<file path="src/rtl/alu_muldiv_divider_if.sv">
// Operand/result bundle between the execute stage and the iterative divider.
// The master (core) drives the launch fields; the slave (divider) returns status and result.
interface alu_muldiv_divider_if #(
    parameter int WIDTH = 32
);
    logic             Start_i;
    logic [1:0]       Op_i;
    logic [WIDTH-1:0] A_i;
    logic [WIDTH-1:0] B_i;
    logic             Busy_o;
    logic             Done_o;
    logic [WIDTH-1:0] Result_o;
    logic             Zero_o;

    modport master (
        output Start_i, Op_i, A_i, B_i,
        input  Busy_o, Done_o, Result_o, Zero_o
    );

    modport slave (
        input  Start_i, Op_i, A_i, B_i,
        output Busy_o, Done_o, Result_o, Zero_o
    );
endinterface

</file>
<file path="src/rtl/alu_muldiv_divider.sv">
// Radix-2 restoring divider for DIV/DIVU/REM/REMU; optional macro DIV_FAST_SPECIAL_EN.
// Latency: Done_o WIDTH+1 cycles after launch (1 cycle for div-by-zero/overflow with the macro).
// Backpressure: none; Start_i is ignored while Busy_o is high, Start_i in DONE issues back-to-back.
module alu_muldiv_divider #(
    parameter int WIDTH = 32
) (
    input  logic                 clk,
    input  logic                 reset,
    alu_muldiv_divider_if.slave  div_if
);
    localparam int CW = $clog2(WIDTH + 1);
    localparam logic [WIDTH-1:0] MIN_NEG = {1'b1, {(WIDTH-1){1'b0}}};

    typedef enum logic [1:0] {IDLE, CALC, DONE} state_t;

    state_t           state_q, state_d;
    logic [1:0]       op_q, op_d;
    logic [WIDTH-1:0] a_q, a_d;
    logic [WIDTH-1:0] b_mag_q, b_mag_d;
    logic             q_neg_q, q_neg_d;
    logic             r_neg_q, r_neg_d;
    logic             div_zero_q, div_zero_d;
    logic             ovf_q, ovf_d;
    logic [WIDTH-1:0] rem_q, rem_d;
    logic [WIDTH-1:0] quot_q, quot_d;
    logic [CW-1:0]    cnt_q, cnt_d;
    logic [WIDTH-1:0] result_q, result_d;
    logic             zero_q, zero_d;

    // Launch-time decode of the incoming operands
    logic             l_signed, l_a_neg, l_b_neg, l_div_zero, l_ovf;
    logic [WIDTH-1:0] l_a_mag, l_b_mag;

    always_comb begin
        l_signed   = ~div_if.Op_i[0];
        l_a_neg    = l_signed & div_if.A_i[WIDTH-1];
        l_b_neg    = l_signed & div_if.B_i[WIDTH-1];
        l_a_mag    = l_a_neg ? (~div_if.A_i + 1'b1) : div_if.A_i;
        l_b_mag    = l_b_neg ? (~div_if.B_i + 1'b1) : div_if.B_i;
        l_div_zero = (div_if.B_i == '0);
        l_ovf      = l_signed && (div_if.A_i == MIN_NEG) && (div_if.B_i == '1);
    end

    // One restoring step; rem_sh needs an extra bit before the trial subtract
    logic [WIDTH:0]   rem_sh;
    logic             fits;
    logic [WIDTH-1:0] rem_nx, quot_nx;
    logic [WIDTH-1:0] quot_fin, rem_fin, res_fin;

    always_comb begin
        rem_sh  = {rem_q, quot_q[WIDTH-1]};
        fits    = (rem_sh >= {1'b0, b_mag_q});
        rem_nx  = fits ? WIDTH'(rem_sh - {1'b0, b_mag_q}) : rem_sh[WIDTH-1:0];
        quot_nx = {quot_q[WIDTH-2:0], fits};

        quot_fin = q_neg_q ? (~quot_nx + 1'b1) : quot_nx;
        rem_fin  = r_neg_q ? (~rem_nx + 1'b1) : rem_nx;
        if (div_zero_q) begin
            quot_fin = '1;
            rem_fin  = a_q;
        end else if (ovf_q) begin
            quot_fin = MIN_NEG;
            rem_fin  = '0;
        end
        res_fin = op_q[1] ? rem_fin : quot_fin;
    end

`ifdef DIV_FAST_SPECIAL_EN
    logic [WIDTH-1:0] l_spec;
    always_comb begin
        if (div_if.Op_i[1]) l_spec = l_div_zero ? div_if.A_i : '0;
        else                l_spec = l_div_zero ? '1 : div_if.A_i;
    end
`endif

    logic launch;

    always_comb begin
        state_d    = state_q;
        op_d       = op_q;
        a_d        = a_q;
        b_mag_d    = b_mag_q;
        q_neg_d    = q_neg_q;
        r_neg_d    = r_neg_q;
        div_zero_d = div_zero_q;
        ovf_d      = ovf_q;
        rem_d      = rem_q;
        quot_d     = quot_q;
        cnt_d      = cnt_q;
        result_d   = result_q;
        zero_d     = zero_q;
        launch     = 1'b0;

        case (state_q)
            IDLE: launch = div_if.Start_i;
            CALC: begin
                rem_d  = rem_nx;
                quot_d = quot_nx;
                cnt_d  = cnt_q - 1'b1;
                if (cnt_q == CW'(1)) begin
                    state_d  = DONE;
                    result_d = res_fin;
                    zero_d   = (res_fin == '0);
                end
            end
            DONE: begin
                state_d = IDLE;
                launch  = div_if.Start_i;
            end
            default: state_d = IDLE;
        endcase

        if (launch) begin
            op_d       = div_if.Op_i;
            a_d        = div_if.A_i;
            b_mag_d    = l_b_mag;
            q_neg_d    = l_a_neg ^ l_b_neg;
            r_neg_d    = l_a_neg;
            div_zero_d = l_div_zero;
            ovf_d      = l_ovf;
            rem_d      = '0;
            quot_d     = l_a_mag;
            cnt_d      = CW'(WIDTH);
            state_d    = CALC;
`ifdef DIV_FAST_SPECIAL_EN
            if (l_div_zero || l_ovf) begin
                state_d  = DONE;
                result_d = l_spec;
                zero_d   = (l_spec == '0);
            end
`endif
        end
    end

    always_ff @(posedge clk or negedge reset) begin
        if (!reset) begin
            state_q    <= IDLE;
            op_q       <= '0;
            a_q        <= '0;
            b_mag_q    <= '0;
            q_neg_q    <= 1'b0;
            r_neg_q    <= 1'b0;
            div_zero_q <= 1'b0;
            ovf_q      <= 1'b0;
            rem_q      <= '0;
            quot_q     <= '0;
            cnt_q      <= '0;
            result_q   <= '0;
            zero_q     <= 1'b1;
        end else begin
            state_q    <= state_d;
            op_q       <= op_d;
            a_q        <= a_d;
            b_mag_q    <= b_mag_d;
            q_neg_q    <= q_neg_d;
            r_neg_q    <= r_neg_d;
            div_zero_q <= div_zero_d;
            ovf_q      <= ovf_d;
            rem_q      <= rem_d;
            quot_q     <= quot_d;
            cnt_q      <= cnt_d;
            result_q   <= result_d;
            zero_q     <= zero_d;
        end
    end

    assign div_if.Busy_o   = (state_q == CALC);
    assign div_if.Done_o   = (state_q == DONE);
    assign div_if.Result_o = result_q;
    assign div_if.Zero_o   = zero_q;
endmodule
</file>
<file path="src/flat_wrapper.sv">
// flat-port wrapper written by rule: the top's interface ports become plain ports
module alu_muldiv_divider_flat 
#(
    parameter int WIDTH = 32
)
  (clk, reset, div_if_Start_i, div_if_Op_i, div_if_A_i, div_if_B_i, div_if_Busy_o, div_if_Done_o, div_if_Result_o, div_if_Zero_o);
  alu_muldiv_divider_if #(.WIDTH(WIDTH)) div_if_i ();
  input  logic clk;
  input  logic reset;
  input wire logic [$bits(div_if_i.Start_i)-1:0] div_if_Start_i;
  input wire logic [$bits(div_if_i.Op_i)-1:0] div_if_Op_i;
  input wire logic [$bits(div_if_i.A_i)-1:0] div_if_A_i;
  input wire logic [$bits(div_if_i.B_i)-1:0] div_if_B_i;
  output wire logic [$bits(div_if_i.Busy_o)-1:0] div_if_Busy_o;
  output wire logic [$bits(div_if_i.Done_o)-1:0] div_if_Done_o;
  output wire logic [$bits(div_if_i.Result_o)-1:0] div_if_Result_o;
  output wire logic [$bits(div_if_i.Zero_o)-1:0] div_if_Zero_o;
  assign div_if_i.Start_i = div_if_Start_i;
  assign div_if_i.Op_i = div_if_Op_i;
  assign div_if_i.A_i = div_if_A_i;
  assign div_if_i.B_i = div_if_B_i;
  assign div_if_Busy_o = div_if_i.Busy_o;
  assign div_if_Done_o = div_if_i.Done_o;
  assign div_if_Result_o = div_if_i.Result_o;
  assign div_if_Zero_o = div_if_i.Zero_o;
  alu_muldiv_divider #(.WIDTH(WIDTH)) u_core (.clk(clk), .reset(reset), .div_if(div_if_i));
endmodule
</file>
<file path="config.mk">
export PLATFORM = sky130hd
export DESIGN_NAME = alu_muldiv_divider_flat
export DESIGN_NICKNAME = d
export VERILOG_FILES = /design/src/rtl/alu_muldiv_divider_if.sv /design/src/rtl/alu_muldiv_divider.sv /design/src/flat_wrapper.sv
export SDC_FILE = /design/constraint.sdc
export NUM_CORES = 1
export LEC_CHECK = 0
export CORE_MARGIN = 1
export CORE_UTILIZATION = 30
export CTS_BUF_LIST = sky130_fd_sc_hd__clkbuf_2
export CTS_CLUSTER_DIAMETER = 60
export DETAILED_ROUTE_END_ITERATION = 6
export SLEW_MARGIN = 20
export SYNTH_ARGS = -nofsm -noshare
export SYNTH_HDL_FRONTEND = slang
export SYNTH_SLANG_ARGS = --single-unit
export TNS_END_PERCENT = 1
</file>
<file path="constraint.sdc">
create_clock -name clk -period 5.55 [get_ports clk]
set_input_delay 1.11 -clock clk [delete_from_list [all_inputs] [get_ports clk]]
set_output_delay 1.11 -clock clk [all_outputs]
set_load 0.005 [all_outputs]
</file>
==> run summary <==
status = finished, final reports clean
Worst R2R Setup Slack = 0.38 ns
Tmin final = 5.166 ns
GP Congestion = 0.9472
HPWL after DPL = 38.97 mm
Slew HR = 0.2586
CP startpoint kind = flip-flop
Routed Antenna Nets = 0
die area = 46890 µm²
CP max FO = 10
Post-CTS Hold Buffers = 0
CTS tree = yes
Post-Syn Instances = 1759
Post-Route WL = 50.75 mm
Initial Utilization = 0.3043
Commonest cells post-synth = 315 x nand2_1, 173 x dfrtp_1, 155 x o21ai_0
# IOs = 104
area grow syn2layout = 14.73%
router iterations before antenna repair = 5
post-synth top area share = 0.3135
buffer levels on the longest clock path = 2
GRT Util Overall = 0.2141
top-count cell post-synth = nand2_1
Post-synth EDFFs = 0
fin crit share = 0.9308
pre-CTS setup slack = 0.1983 ns
syn_area_per_cell = 7.850 µm²
initial antenna violation count = 3
yosys warns = 0
syn_nets = 1868
setup_tns = 0 ns
Rows = 78
routed via count = 13880
Fin Clk Skew = 0.06511 ns
clk_lat worst skew = 0.89 ns
fraction of layout instances using a drive strength above 1 = 0.09526
worst slew pin tran = 1.109 ns
Root Buffer Master = clkbuf_2
WL/cell = 20.81 µm
grt total ovfl = 0
Vias/cell = 5.690
clk slew on worst S/H paths = 0.34 ns
Slew Limit Fails = 0
Async SR Flop Fraction = 1.000
Critical Path Sink Type = flip-flop
synthesized area = 13810 µm²
post-synthesis sequential element count = 174
CTS Buf Count = 17
worst hold path class = input port to async pin
max cap viols = 0
Final setup viols = 0
Crit Path Class = flip-flop to flip-flop
dpl cell area = 15480 µm²
Synth cell types = 102
CTS sink count = 174
core area = 45380 µm²
Hold Violations, Final = 0
sequential element share of the synthesized area = 0.3154
worst path required time = 6.43 ns
first-pass GRT wire length = 78.21 mm
IO buf count = 103
Synth area leader = dfrtp_1
final instance area = 15840 µm²
Initial DRC Count = 1310
Die Y = 216.5 µm
number of global-route vias before repair = 13070
# DRC = 0
f_max = 193.6 MHz
chip width = 216.5 µm
synth top area cells = dfrtp_1 31%, nand2_1 8.6%, o21ai_0 5.6%
nets@finish = 1933
largest net degree at the start of global routing = 115
Top FF cell, synth = dfrtp_1
crit path DAT = 6.04 ns
H-tree Lvls = 4
PnR worst setup slack = 0.3840 ns
fillcell total = 4800
metrics by stage:
stage / hold slack [ns] / instances / utilization
after floorplan: 0.4368 / 1759 / -
after global placement: 0.4496 / 2401 / 0.3412
after detailed placement: 0.4611 / 2401 / 0.3412
after CTS: 0.1256 / 2433 / 0.3463
after global routing: 0.1384 / 2438 / 0.3490
final: 0.1303 / 2439 / 0.3491
layer usage:
layer / routed length, µm / vias up / track usage
li1: - / 6505 / -
met4: 1118 / 2 / 0.06080
met5: 13 / - / 0
met2: 23480 / 530 / 0.3487
met1: 22900 / 6783 / 0.2926
met3: 3240 / 58 / 0.03186
cells in the final DEF, fill, tap and decap left out, types with 18 or more instances in the layout:
cell	n
a21oi_1	98
a31oi_1	25
buf_4	50
clkbuf_2	19
clkdlybuf4s50_1	102
dfrtp_1	166
ha_1	29
inv_1	55
nand2_1	315
nand3_1	34
nand4_1	28
nor2_1	118
nor3_1	33
nor4_1	18
o21ai_0	155
o22ai_1	36
o31ai_1	31
o41ai_1	21
or3_1	29
or4_1	18
xnor2_1	62
xor2_1	57
cells by family (layout without fill, tap and decap cells):
family          after synthesis  count (layout)  synth area share
mux                          25              25           0.02084
xor+xnor                    119             119           0.07548
other cells                   0               2                 0
buf+inv                     166             244           0.05165
flops                       174             174            0.3154
compound gates              530             530            0.2504
fa+ha+maj                    40              40           0.03679
simple gates                705             705            0.2495
sequential cells by signal (all words and copies together) (netlist names):
register,cells
u_core.state_q,2
u_core.cnt_q,6
u_core.a_q,32
u_core.ovf_q,1
u_core.div_zero_q,1
u_core.b_mag_q,32
u_core.quot_q,32
u_core.q_neg_q,1
u_core.r_neg_q,1
u_core.op_q,1
u_core.div_if.Result_o,32
u_core.div_if.Zero_o,1
u_core.rem_q,32
what timing repair did:
item / 4_1_cts / 5_1_grt
endpoints found under the setup margin: 0 / 4
gates resized for setup: 0 / 30
setup buffers: 0 / 4
worst max-delay path: stages (launching register included):
cell and delay (ns):
dfrtp_2 0.55, ha_1 0.35, and4_1 0.30, nand2_2 0.12, nor4_4 0.05, o31a_2 0.33, or3_2 0.52, inv_6 0.15
mux2i_4 0.26, ha_1 0.22, inv_1 0.07, nor3_1 0.18, buf_4 0.15, nand3_1 0.14, or4_1 0.45, o21ai_0 0.14
a41oi_1 0.19, xnor2_1 0.18, a21oi_1 0.22, nor4bb_1 0.31, nand4_1 0.15, nand2_1 0.10
worst paths after layout:
kind,startpoint,end,cells after the start
setup / recovery,u_core.rem_q[17],u_core.div_if.Zero_o,21
hold / removal,reset,u_core.div_if.Result_o[27],1
setup reg to reg,u_core.rem_q[17],u_core.div_if.Zero_o,21
hold reg to reg,u_core.div_if.Zero_o,u_core.div_if.Zero_o,2
max in group asynchronous,reset,u_core.rem_q[1],2
min in group clk,u_core.div_if.Zero_o,u_core.div_if.Zero_o,2
final cells by class:
cell class              instances  area (µm²)  area share
multi-input cells            1419        8837      0.5578
flip-flops and latches        174        4364      0.2755
repair buffers                154        1428     0.09011
well taps                     600       750.7     0.04739
inverters                      58       222.7     0.01406
clock inverters                13       140.1    0.008845
clock buffers                  19       95.09    0.006002
diodes                          2       5.005   0.0003159
Power is left out: the tool's default activity adds up to more than one toggle a clock period on the data nets, which glitch-free logic cannot reach.
